--- config.mk ---
export PLATFORM = sky130hd
export DESIGN_NAME = rggen_adapter_sliced
export DESIGN_NICKNAME = d
export VERILOG_FILES = /design/src/rtl/rggen_adapter_sliced.sv
export SDC_FILE = /design/constraint.sdc
export NUM_CORES = 1
export LEC_CHECK = 0
export BUFFER_PORTS_ARGS = -buffer_cell sky130_fd_sc_hd__buf_2
export CAP_MARGIN = 15
export CORE_ASPECT_RATIO = 0.8
export CORE_UTILIZATION = 45
export CTS_CLUSTER_DIAMETER = 40
export DETAILED_ROUTE_END_ITERATION = 10
export PLACE_DENSITY = 0.79
export SYNTH_ARGS = -nofsm -noshare
export SYNTH_HDL_FRONTEND = slang
export SYNTH_SLANG_ARGS = --single-unit
--- constraint.sdc ---
create_clock -name i_clk -period 2.3 [get_ports i_clk]
set_clock_uncertainty 0.1 [all_clocks]
set_input_delay 0.46 -clock i_clk [delete_from_list [all_inputs] [get_ports i_clk]]
set_output_delay 0.46 -clock i_clk [all_outputs]
set_load 0.05 [all_outputs]
--- src/rtl/rggen_adapter_sliced.sv ---
// rggen_adapter_sliced
//   Bus-to-register-file adapter. Fans one bus request out to REGISTERS
//   register hosts and muxes their responses back. Optional request and
//   response register slices each add one cycle of latency. An optional
//   per-access watchdog closes hung accesses with a slave error.
//
//   Build option: define RGGEN_ADAPTER_TIMEOUT_EN to enable the watchdog.
//   Without it, an access waits in WAIT until some source responds.
//
// Ports (the bus and register interfaces are flattened into plain ports):
//   i_clk, i_rst              clock, synchronous active-high reset
//   bus_valid_i .. strobe_i   bus request (valid/address/write/write_data/strobe)
//   bus_ready_o .. read_data  bus response (ready/status/read_data)
//   register_valid_o          per-register request valid
//   register_address_o ..     request fields shared by all registers
//   register_ready_i          per-register ready
//   register_active_i         per-register address-claim flag
//   register_status_i         per-register status, packed [REGISTERS][2]
//   register_read_data_i      per-register read data, packed [REGISTERS][BUS_WIDTH]
module rggen_adapter_sliced #(
  parameter int unsigned          ADDRESS_WIDTH     = 16,
  parameter int unsigned          BUS_WIDTH         = 32,
  parameter int unsigned          REGISTERS         = 1,
  parameter bit                   ERROR_STATUS      = 1'b0,
  parameter logic [BUS_WIDTH-1:0] DEFAULT_READ_DATA = '0,
  parameter bit                   REQUEST_SLICE     = 1'b0,
  parameter bit                   RESPONSE_SLICE    = 1'b0,
  parameter int unsigned          TIMEOUT_CYCLES    = 256
) (
  input  logic                                 i_clk,
  input  logic                                 i_rst,
  input  logic                                 bus_valid_i,
  input  logic [ADDRESS_WIDTH-1:0]             bus_address_i,
  input  logic                                 bus_write_i,
  input  logic [BUS_WIDTH-1:0]                 bus_write_data_i,
  input  logic [BUS_WIDTH/8-1:0]               bus_strobe_i,
  output logic                                 bus_ready_o,
  output logic [1:0]                           bus_status_o,
  output logic [BUS_WIDTH-1:0]                 bus_read_data_o,
  output logic [REGISTERS-1:0]                 register_valid_o,
  output logic [ADDRESS_WIDTH-1:0]             register_address_o,
  output logic                                 register_write_o,
  output logic [BUS_WIDTH-1:0]                 register_write_data_o,
  output logic [BUS_WIDTH/8-1:0]               register_strobe_o,
  input  logic [REGISTERS-1:0]                 register_ready_i,
  input  logic [REGISTERS-1:0]                 register_active_i,
  input  logic [REGISTERS-1:0][1:0]            register_status_i,
  input  logic [REGISTERS-1:0][BUS_WIDTH-1:0]  register_read_data_i
);

  localparam logic [1:0] RGGEN_OKAY        = 2'b00;
  localparam logic [1:0] RGGEN_SLAVE_ERROR = 2'b10;
  localparam logic [1:0] DEFAULT_STATUS    = ERROR_STATUS ? RGGEN_SLAVE_ERROR : RGGEN_OKAY;

  typedef enum logic [1:0] {
    IDLE  = 2'd0,
    ISSUE = 2'd1,
    WAIT  = 2'd2,
    RESP  = 2'd3
  } state_e;

  state_e                   state_q;
  logic [ADDRESS_WIDTH-1:0] address_q;
  logic                     write_q;
  logic [BUS_WIDTH-1:0]     write_data_q;
  logic [BUS_WIDTH/8-1:0]   strobe_q;
  logic [1:0]               resp_status_q;
  logic [BUS_WIDTH-1:0]     resp_data_q;

  logic                     issue;
  logic                     check;
  logic                     hit;
  logic                     timeout;
  logic                     respond;
  logic [1:0]               mux_status;
  logic [BUS_WIDTH-1:0]     mux_data;
  state_e                   done_state;

  // Issue cycle: the IDLE cycle with valid when unsliced, otherwise ISSUE.
  always_comb begin
    issue = 1'b0;
    if (REQUEST_SLICE) begin
      issue = (state_q == ISSUE);
    end else begin
      issue = (state_q == IDLE) && bus_valid_i;
    end
  end

  // Ready is only looked at in the issue cycle and in WAIT, so a stray
  // register ready in IDLE/RESP has no effect.
  assign check      = issue || (state_q == WAIT);
  assign hit        = (|register_ready_i) || !(|register_active_i);
  assign respond    = check && (hit || timeout);
  assign done_state = RESPONSE_SLICE ? RESP : IDLE;

  // OR of all hit sources; a timeout (respond without hit) overrides.
  always_comb begin
    mux_status = '0;
    mux_data   = '0;
    for (int unsigned i = 0; i < REGISTERS; i++) begin
      if (register_ready_i[i]) begin
        mux_status = mux_status | register_status_i[i];
        mux_data   = mux_data   | register_read_data_i[i];
      end
    end
    if (!(|register_active_i)) begin
      mux_status = mux_status | DEFAULT_STATUS;
      mux_data   = mux_data   | DEFAULT_READ_DATA;
    end
    if (!hit) begin
      mux_status = RGGEN_SLAVE_ERROR;
      mux_data   = DEFAULT_READ_DATA;
    end
  end

  // Unsliced issue drives bus fields straight through; every other cycle
  // presents the captured copy so fields stay stable through WAIT.
  always_comb begin
    if (!REQUEST_SLICE && (state_q == IDLE)) begin
      register_address_o    = bus_address_i;
      register_write_o      = bus_write_i;
      register_write_data_o = bus_write_data_i;
      register_strobe_o     = bus_strobe_i;
    end else begin
      register_address_o    = address_q;
      register_write_o      = write_q;
      register_write_data_o = write_data_q;
      register_strobe_o     = strobe_q;
    end
  end

  assign register_valid_o = {REGISTERS{issue && !i_rst}};

  always_comb begin
    if (RESPONSE_SLICE) begin
      bus_ready_o     = (state_q == RESP) && !i_rst;
      bus_status_o    = resp_status_q;
      bus_read_data_o = resp_data_q;
    end else begin
      bus_ready_o     = respond && !i_rst;
      bus_status_o    = mux_status;
      bus_read_data_o = mux_data;
    end
  end

  always_ff @(posedge i_clk) begin
    if (i_rst) begin
      state_q       <= IDLE;
      address_q     <= '0;
      write_q       <= 1'b0;
      write_data_q  <= '0;
      strobe_q      <= '0;
      resp_status_q <= '0;
      resp_data_q   <= '0;
    end else begin
      unique case (state_q)
        IDLE: begin
          if (bus_valid_i) begin
            address_q    <= bus_address_i;
            write_q      <= bus_write_i;
            write_data_q <= bus_write_data_i;
            strobe_q     <= bus_strobe_i;
            if (REQUEST_SLICE) begin
              state_q <= ISSUE;
            end else if (respond) begin
              state_q <= done_state;
            end else begin
              state_q <= WAIT;
            end
          end
        end
        ISSUE, WAIT: begin
          state_q <= respond ? done_state : WAIT;
        end
        RESP: begin
          state_q <= IDLE;
        end
        default: begin
          state_q <= IDLE;
        end
      endcase
      if (RESPONSE_SLICE && respond) begin
        resp_status_q <= mux_status;
        resp_data_q   <= mux_data;
      end
    end
  end

`ifdef RGGEN_ADAPTER_TIMEOUT_EN
  localparam int unsigned WDOG_W = $clog2(TIMEOUT_CYCLES + 1);

  logic [WDOG_W-1:0] wdog_q;

  always_ff @(posedge i_clk) begin
    if (i_rst) begin
      wdog_q <= '0;
    end else if (issue) begin
      wdog_q <= '0;
    end else if (state_q == WAIT) begin
      wdog_q <= wdog_q + WDOG_W'(1);
    end
  end

  // Fires in the WAIT cycle where the count reaches TIMEOUT_CYCLES, i.e.
  // TIMEOUT_CYCLES cycles after issue; a hit in that cycle still wins.
  assign timeout = (state_q == WAIT) && (wdog_q == WDOG_W'(TIMEOUT_CYCLES - 1));
`else
  logic timeout_cfg_unused;

  assign timeout_cfg_unused = (TIMEOUT_CYCLES != 0);
  assign timeout            = 1'b0;
`endif

endmodule

-- Word-level counts from Yosys, hierarchy flattened
Cells that the tools add are included.
- register bits after elaboration: 55
- output and inout port bits: 89
- word-level logic and storage cells: 31
- equal/unequal tests: 4
- mux-type cells: 11
- reductions and logical operators: 11
- operators with widths (cell ; number):
    $mux W32 ; 3
    $mux W16 ; 1
    $mux W2 ; 4
    $pmux W2 S3 ; 1
    $eq A2 B2 Y1 const B ; 2
    $logic_and A1 B1 Y1 ; 4
    $mux W4 ; 1
    $eq A2 B1 Y1 const B ; 1
    $logic_not A1 Y1 ; 2
    $logic_not A2 Y1 ; 1
    $logic_or A1 B1 Y1 ; 2
    $ne A2 B2 Y1 const B ; 1
    $reduce_and A2 Y1 ; 1
    $reduce_or A2 Y1 ; 1
    $mux W1 ; 1

-- Longest topological paths before layout
Gate-level depths: netlist (run 1).
- depth in word-level cells: 7
- gate-level depth with buffers: 5
- mapped depth without buffers: 2

-- Least setup slack after synthesis (run 1)
Ideal clock, no wire load.
- kind: in2out
- start: input port bus_valid_i
- end: output port register_valid_o
- arrival time: 1.646 ns
- data required time: 1.740 ns
- setup slack: 0.094 ns
- stages: 4
- buffers on the path: 2
- cells stage by stage: buf_2 > nor2b_1 > buf_6 > nor2b_1
- longest elaborated chain between the ends: 2
- RTL lines (item ; RTL line ; text):
    from (decl) ; 32 ; input logic bus_valid_i,
    $logic_and A1 B1 Y1 ; 85 ; issue = (state_q == IDLE) && bus_valid_i;
    $logic_and A1 B1 Y1 ; 132 ; assign register_valid_o = {REGISTERS{issue && !i_rst}};
    to (decl) ; 40 ; output logic [REGISTERS-1:0] register_valid_o,
No other way between the ends.

-- Worst setup path in the final report (run 1)
- start: register state_q[1]
- end: output port register_address_o[15]
- longest elaborated chain between the ends: 2
- RTL lines (item ; RTL line ; text):
    from (decl) ; 62 ; state_e state_q;
    from (signal assigned) ; 166 ; state_q <= done_state;
    from (signal assigned) ; 173 ; state_q <= respond ? done_state : WAIT;
    $logic_not A2 Y1 ; 119 ; if (!REQUEST_SLICE && (state_q == IDLE)) begin
    $mux W16 ; 119 ;
    to (decl) ; 41 ; output logic [ADDRESS_WIDTH-1:0] register_address_o,
No other way between the ends.

==> impl_metrics.json, run 1 <==
{
  "outcome": "finished, final reports clean",
  "ys_seq_area_frac": 0.298,
  "setup_violations": 0,
  "std_cell_rows": 28,
  "post_cts_buffers": 0,
  "crit_fanout": 73,
  "wire_per_inst_um": 14.4,
  "tightest_slew_ns": 0.751,
  "p_per_area_mw_per_mm2": 559,
  "ys_seq_elements": 54,
  "pwr-share-clk": 0.263,
  "avgSynthCellArea_um2": 10.5,
  "r2r_start": "state_q[1]",
  "tns_ns": 0,
  "via_per_inst": 5.10,
  "root_buffer": "clkbuf_8",
  "slew_viol_final": 0,
  "seqPwrFrac": 0.403,
  "timing.final.crit_period_ns": 2.22,
  "cts.clk_slew.worst_paths_ns": 0.11,
  "ctsResizeCount": 0,
  "path_class": "reg -> out",
  "grt_use_total": 0.201,
  "grt_max_degree": 107,
  "cap_violations": 0,
  "switching_power_w": 0.000913,
  "internal-power_w": 0.00163,
  "ant_nets": 0,
  "combPwrFrac": 0.334,
  "numPortBuffers": 180,
  "drc": 0,
  "static-leakage-power_nw": 2.02,
  "finalWirelength_um": 8760,
  "syn_area_mm2": 0.00362,
  "die_w_um": 102,
  "antenna_found_initial": 1,
  "cts_tree": "built",
  "path_cells": "buf_12, mux2_2, buf_2",
  "nets": 592,
  "gr-total-overflow": 0,
  "grt_pass1_vias": 2776,
  "min_from": "bus_write_data_i[6]",
  "syn_inst": 346,
  "final_common_cell": "buf_2",
  "synth_top_area_share": 0.298,
  "synthesis.nets": 438,
  "dr.pass1.iters": 4,
  "ys_types": 16,
  "cts_sinks": 54,
  "die_h_um": 82.3,
  "hp-class": "in -> reg",
  "yosys_warnings": 0,
  "cts_buffers": 5,
  "dr_total_vias": 3093,
  "cpPeakStageDelay_ns": 0.39,
  "place_hpwl_um": 6190,
  "max-vdd-ir-drop_mv": 0.267,
  "n_antenna_cell": 0,
  "yosys-top-cells-area": "dfxtp_1 (30%), mux2_4 (21%), nand4bb_1 (16%)",
  "final_cell_mix": "buf_2 (180), nand2b_1 (54), nand4bb_1 (53), dfxtp_1 (53)",
  "clock_latency_ns": 0.30,
  "fmax_mhz": 450,
  "end_kind": "output port",
  "drtIter0Drc": 94,
  "worst_slew_margin_rel": 0.500,
  "fin_hold_ws_ns": 0.325,
  "cts_buffer_depth": 2,
  "initial_core_util": 0.477,
  "crit_start": "state_q[1]",
  "ioPinCount": 181,
  "slowest_stage": "dfxtp_4",
  "p_sw_frac": 0.360,
  "finalHoldViolCount": 0,
  "cts_max_level": 2,
  "cp-start-kind": "flop",
  "die-area_mm2": 0.00842,
  "layout-drive-gt1-share": 0.497,
  "cts_hold_buf": 0,
  "rsz0062_at_grt": "no",
  "yosys.area.top_type": "dfxtp_1",
  "core_mm2": 0.00760,
  "cp_data_required_time_ns": 1.74,
  "grt_first_pass_wirelength_um": 13200,
  "fin_crit_sh": 0.966,
  "gp_congestion": 0.853,
  "critPathArrivalTime_ns": 1.66,
  "area_delta_synth_final_pct": 25.3
}
## metal layers
layer | GRT usage | vias up | wire length, µm
met4 | 0.0643 | 2 | 132
met2 | 0.354 | 108 | 4360
met5 | 0 | - | 12
met1 | 0.244 | 1444 | 3780
li1 | - | 1527 | -
met3 | 0.0463 | 12 | 479
## sequential cells by signal, summed over array words and instances (netlist names)
| signal | count |
|---|---|
| address_q | 16 |
| state_q | 1 |
| write_data_q | 32 |
| write_q | 1 |
| strobe_q | 4 |
## final cells by class
cell class,instances,area [µm²]
clock buffer,5,68.8
clock inverter,3,47.5
fill,668,3060
multi-input combinational,253,2240
sequential,54,1080
tap,105,131
timing repair buffer,186,971
## worst max-delay path, delay by kind of cell, from the launching register on
| family | cells | cell delay, ns |
|---|---|---|
| muxes | 1 | 0.38 |
| DFF | 1 | 0.39 |
| buffers and inverters | 2 | 0.53 |
## path summary, 6_finish.rpt
check,slack (ns),cells after the start,endpoint
worst max-delay path,0.08,3,register_address_o[15]
worst min-delay path,0.32,3,write_data_q[6]
worst max register to register,0.59,4,write_data_q[28]
worst min register to register,0.37,2,strobe_q[3]
## synthesized netlist by cell type (all sizes together)
| cell | n |
|---|---|
| nand2b | 54 |
| buf | 17 |
| nand4bb | 53 |
| nand2 | 2 |
| nor2 | 1 |
| o21ai | 53 |
| mux2 | 53 |
| nor2b | 3 |
| clkbuf | 22 |
| and2 | 33 |
| o21bai | 1 |
| dfxtp | 54 |
## stage by stage
stage	area (µm²)	std cells	total power, W	setup WS (ns)	utilization
finish	4540	606	0.00254	0.0790	0.597
global route	4540	606	0.00266	0.0177	0.597
CTS	4540	606	0.00257	0.0895	0.597
detailed placement	4420	598	0.00189	0.325	0.582
global placement	4420	598	0.00188	0.394	0.582
floorplan	3620	346	0.00170	0.0940	-
## power by group through the flow
stage	clock network, W	logic [W]	registers (W)
2_1_floorplan	0	0.000667	0.00104
3_3_place_gp	0	0.000838	0.00104
3_5_place_dp	0	0.000850	0.00104
4_1_cts	0.000695	0.000852	0.00102
5_1_grt	0.000735	0.000897	0.00103
6_report	0.000668	0.000848	0.00102
## kinds of logic (layout without fill, tap and decap cells)
group | count (synthesis) | in the layout | synth area share
muxes | 53 | 53 | 0.217
and+or+nand+nor | 146 | 146 | 0.323
DFF | 54 | 54 | 0.298
AOI/OAI and AO/OA | 54 | 54 | 0.0753
buffers and inverters | 39 | 194 | 0.0867
No activity file was read; power rests on OpenSTA's default activity.
==> run 2, diff against run 1 <==
--- a/config.mk
+++ b/config.mk
@@ -11,7 +11,8 @@
 export CORE_UTILIZATION = 45
 export CTS_CLUSTER_DIAMETER = 40
 export DETAILED_ROUTE_END_ITERATION = 10
-export PLACE_DENSITY = 0.79
+export PLACE_DENSITY = 0.9
+export RECOVER_POWER = 50
 export SYNTH_ARGS = -nofsm -noshare
 export SYNTH_HDL_FRONTEND = slang
 export SYNTH_SLANG_ARGS = --single-unit
==> run 2 against run 1 <==
Worst hold slack improved by 0.0017 ns. Largest power group unchanged. Highest routed layer is now met4. Power down 0.72%. Critical path type unchanged. Critical endpoint unchanged. Register-to-register slack worse by 0.34 ns. Worst setup slack got worse by 0.012 ns. Sequential share of layout area grew 0.066 points.
==> impl_metrics.json, run 2 (synthesized netlist as in run 1, its figures left out) <==
{
  "outcome": "finished, final reports clean",
  "ant_nets": 0,
  "rsz0062_at_grt": "no",
  "grt_pass1_vias": 2972,
  "grt_first_pass_wirelength_um": 14000,
  "reg2regPathDepth": 4,
  "wire_per_inst_um": 15.4,
  "grt_use_total": 0.213,
  "finalHoldViolCount": 0,
  "internal-power_w": 0.00164,
  "dr_total_vias": 3168,
  "cts_hold_buf": 0,
  "cts_sinks": 54,
  "finalWirelength_um": 9400,
  "ioPinCount": 181,
  "cp-start-kind": "flop",
  "final_cell_mix": "buf_2 (163), nand2b_1 (54), nand4bb_1 (53), dfxtp_1 (53), o21ai_0 (51)",
  "cts_tree": "built",
  "tightest_slew_ns": 0.913,
  "path_class": "reg -> out",
  "nets": 594,
  "initial_core_util": 0.477,
  "top_regs": "write_data_q (32), address_q (16), strobe_q (4)",
  "layout-drive-gt1-share": 0.463,
  "seqPwrFrac": 0.407,
  "gr-total-overflow": 0,
  "root_buffer": "clkbuf_8",
  "cts_buffers": 5,
  "timing.final.crit_period_ns": 2.23,
  "p_sw_frac": 0.349,
  "crit_start": "state_q[1]",
  "hp-class": "in -> reg",
  "static-leakage-power_nw": 1.96,
  "largest_reg_flops": 32,
  "end_kind": "output port",
  "min_delay_path_depth": 3,
  "gp_congestion": 0.843,
  "fin_crit_sh": 0.971,
  "cts_max_level": 2,
  "ctsResizeCount": 0,
  "pwr-share-clk": 0.261,
  "crit_fanout": 47,
  "max-vdd-ir-drop_mv": 0.299,
  "core_mm2": 0.00760,
  "regMostFlops": "write_data_q",
  "switching_power_w": 0.000880,
  "area_delta_synth_final_pct": 24.9,
  "final_common_cell": "buf_2",
  "die_h_um": 82.3,
  "fin_hold_ws_ns": 0.327,
  "cts_buffer_depth": 2,
  "via_per_inst": 5.20,
  "reg2reg_slack_ns": 0.25,
  "min_from": "register_active_i",
  "r2r_start": "state_q[1]",
  "clock_latency_ns": 0.30,
  "die-area_mm2": 0.00842,
  "antenna_found_initial": 1,
  "place_hpwl_um": 6900,
  "std_cell_rows": 28,
  "r2r_end": "address_q[10]",
  "combPwrFrac": 0.331,
  "post_cts_buffers": 0,
  "die_w_um": 102,
  "dr.pass1.iters": 4,
  "critPathArrivalTime_ns": 1.67,
  "setup_violations": 0,
  "cp_data_required_time_ns": 1.74,
  "total_power_w": 0.00252,
  "cap_violations": 0,
  "numPortBuffers": 180,
  "worst_slew_margin_rel": 0.392,
  "min_to": "state_q[1]",
  "p_per_area_mw_per_mm2": 557,
  "fmax_mhz": 448,
  "slew_viol_final": 0,
  "drtIter0Drc": 76,
  "drc": 0,
  "grt_max_degree": 54,
  "tns_ns": 0,
  "cts.clk_slew.worst_paths_ns": 0.10
}
## run 2: changes by cell type in the layout (fill, tap and decap cells not counted), sizes merged
cell,change
clkbuf,+20
inv,-2
diode,+1
buf,-16
## run 2: critical path: stages (launching register included)
cell and delay (ns):
dfxtp_4 0.50, buf_12 0.28, mux2_2 0.36, buf_2 0.21
## run 2: through the flow
stage | std cells | util | setup WS (ns) | cell area (µm²)
6_report | 609 | 0.595 | 0.0671 | 4530
3_3_place_gp | 600 | 0.584 | 0.387 | 4440
3_5_place_dp | 600 | 0.584 | 0.345 | 4440
5_1_grt | 609 | 0.595 | 0.00734 | 4530
2_1_floorplan | 346 | - | 0.0940 | 3620
4_1_cts | 608 | 0.599 | 0.0626 | 4550
## run 2: power by group through the flow
stage                     Clock (W)  Sequential (W)  Combinational (W)
after floorplan                   0         0.00104           0.000667
after detailed placement          0         0.00105           0.000851
after CTS                  0.000675         0.00103           0.000854
after global routing       0.000709         0.00103           0.000881
after global placement            0         0.00104           0.000835
final                      0.000658         0.00103           0.000835
## run 2: cell type report
| class | instances | area [µm²] |
|---|---|---|
| tap | 105 | 131 |
| timing repair buffer | 188 | 963 |
| clock buffer | 7 | 86.3 |
| multi-input combinational | 253 | 2230 |
| antenna | 1 | 2.50 |
| clock inverter | 1 | 30.0 |
| fill | 694 | 3080 |
| sequential | 54 | 1080 |
## run 2: metal layers
metal  wire [µm]  up-vias  share of wire  global-route usage
met5           0        -              0                   0
met4         140        0          0.015              0.0700
met3         408       15          0.043              0.0362
met2        4910      114           0.52               0.402
met1        3930     1507           0.42               0.245
li1            -     1532              -                   -
## run 2: worst max-delay path by stage
| stage | end | depth (start not counted) | slack (ns) |
|---|---|---|---|
| floorplan | register_valid_o | 4 | 0.09 |
| global placement | bus_ready_o | 4 | 0.39 |
| detailed placement | bus_ready_o | 4 | 0.34 |
| CTS | register_address_o[15] | 3 | 0.06 |
| global route | register_address_o[15] | 3 | 0.007 |
| finish | register_address_o[15] | 3 | 0.07 |
==> run 3, diff against run 2 <==
--- a/config.mk
+++ b/config.mk
@@ -7,12 +7,15 @@
 export LEC_CHECK = 0
 export BUFFER_PORTS_ARGS = -buffer_cell sky130_fd_sc_hd__buf_2
 export CAP_MARGIN = 15
+export CELL_PAD_IN_SITES_DETAIL_PLACEMENT = 0
+export CELL_PAD_IN_SITES_GLOBAL_PLACEMENT = 1
 export CORE_ASPECT_RATIO = 0.8
-export CORE_UTILIZATION = 45
+export CORE_UTILIZATION = 37
 export CTS_CLUSTER_DIAMETER = 40
 export DETAILED_ROUTE_END_ITERATION = 10
-export PLACE_DENSITY = 0.9
+export PLACE_DENSITY = 0.95
 export RECOVER_POWER = 50
+export REMOVE_ABC_BUFFERS = 1
 export SYNTH_ARGS = -nofsm -noshare
 export SYNTH_HDL_FRONTEND = slang
 export SYNTH_SLANG_ARGS = --single-unit
==> run 3 against run 2 <==
Register-to-register slack improved by 0.43 ns. Clock-buffer cell count is 1 higher. Worst hold slack improved by 0.022 ns. Non-clock buffer count increased by 1. Cell count rose by 1.6%. Core utilization decreased by 9.9 points. Largest cell class unchanged. Combinational power about the same.
==> impl_metrics.json, run 3 (synthesized netlist as in run 1, its figures left out) <==
{
  "outcome": "finished, final reports clean",
  "grt_first_pass_wirelength_um": 14200,
  "fin_crit_sh": 0.903,
  "antenna_found_initial": 0,
  "static-leakage-power_nw": 1.99,
  "slew_viol_final": 0,
  "die_h_um": 90.5,
  "cts_sinks": 54,
  "final_common_cell": "buf_2",
  "rsz0062_at_grt": "no",
  "die-area_mm2": 0.0102,
  "cts_max_level": 2,
  "via_per_inst": 4.89,
  "fin_hold_ws_ns": 0.349,
  "end_kind": "output port",
  "reg2regPathDepth": 4,
  "clock_latency_ns": 0.28,
  "crit_fanout": 51,
  "drc": 0,
  "die_w_um": 113,
  "dr_total_vias": 3028,
  "cts_tree": "built",
  "cap_violations": 0,
  "min_from": "bus_write_data_i[20]",
  "min_delay_path_depth": 3,
  "gr-total-overflow": 0,
  "reg2reg_slack_ns": 0.68,
  "ant_nets": 0,
  "fin_ws_ns": 0.222,
  "grt_max_degree": 76,
  "post_cts_buffers": 0,
  "layout-drive-gt1-share": 0.462,
  "nets": 595,
  "place_ws_ns": 0.437,
  "dr.pass1.iters": 5,
  "timing.final.crit_period_ns": 2.08,
  "core_mm2": 0.00927,
  "ctsResizeCount": 0,
  "n_antenna_cell": 0,
  "initial_core_util": 0.391,
  "area_delta_synth_final_pct": 27.0,
  "drtIter0Drc": 129,
  "largest_reg_flops": 32,
  "place_hpwl_um": 6060,
  "cts.clk_slew.worst_paths_ns": 0.07,
  "std_cell_rows": 31,
  "finalWirelength_um": 8600,
  "r2r_start": "state_q[1]",
  "tightest_slew_ns": 0.627,
  "dp.cells": 611,
  "path_class": "reg -> out",
  "final_cell_mix": "buf_2 (164), nand2b_1 (54), nand4bb_1 (53), dfxtp_1 (53), o21ai_0 (51)",
  "place_area_mm2": 0.00447,
  "ioPinCount": 181,
  "cts_buffer_depth": 2,
  "gp_congestion": 0.713,
  "multi_input_area_mm2": 0.00223,
  "hp-class": "in -> reg",
  "critPathArrivalTime_ns": 1.52,
  "nFillCells": 883,
  "fin_area_mm2": 0.00460,
  "cp-start-kind": "flop",
  "wire_per_inst_um": 13.9,
  "top_regs": "write_data_q (32), address_q (16), strobe_q (4)",
  "cp_data_required_time_ns": 1.74,
  "cts_hold_buf": 0,
  "min_to": "write_data_q[20]",
  "r2r_end": "write_data_q[14]",
  "cts_buffers": 5,
  "finalNonFillerCells": 619,
  "p_per_area_mw_per_mm2": 576,
  "numPortBuffers": 180,
  "setup_violations": 0,
  "max-vdd-ir-drop_mv": 0.319,
  "grt_use_total": 0.167,
  "root_buffer": "clkbuf_16",
  "finalHoldViolCount": 0,
  "grt_pass1_vias": 2902,
  "regMostFlops": "write_data_q",
  "regArea_mm2": 0.00108,
  "worst_slew_margin_rel": 0.584,
  "fmax_mhz": 481,
  "tns_ns": 0
}
## run 3: stage by stage
stage	utilization	power [W]
2_1_floorplan	-	0.00165
3_3_place_gp	0.482	0.00188
3_5_place_dp	0.482	0.00189
4_1_cts	0.499	0.00271
5_1_grt	0.496	0.00278
6_report	0.496	0.00265
## run 3: worst max path at each step
stage | startpoint | end | cells past startpoint
3_3_place_gp | register_ready_i | bus_read_data_o[5] | 4
2_1_floorplan | state_q[1] | register_valid_o | 2
5_1_grt | state_q[1] | register_write_data_o[16] | 3
6_report | state_q[1] | register_write_data_o[9] | 3
3_5_place_dp | register_ready_i | bus_read_data_o[13] | 4
4_1_cts | state_q[1] | register_write_data_o[16] | 3
## run 3: area by class of cell
class,count,area share
Clock buffer,8,0.0343
Timing Repair Buffer,189,0.214
Sequential cell,54,0.236
Multi-Input combinational cell,253,0.484
Tap cell,115,0.0313
## run 3: worst max-delay path: stages (launching register included)
cell     delay [ns]
dfxtp_4        0.40
buf_12         0.26
mux2_4         0.33
buf_2          0.21
## run 3: routing by layer
metal	vias to the layer above	GRT usage	wire length (µm)
li1	1536	-	-
met1	1406	0.225	4090
met2	79	0.275	4030
met3	7	0.0389	424
met4	0	0.0311	50
met5	-	0	0
## run 3: power breakdown
| part | leakage [nW] | switching (W) | total, W | internal, W |
|---|---|---|---|---|
| Sequential | 0.446 | 0.0000310 | 0.00102 | 0.000993 |
| Clock | 0.0763 | 0.000323 | 0.000794 | 0.000471 |
| Combinational | 1.47 | 0.000538 | 0.000834 | 0.000295 |
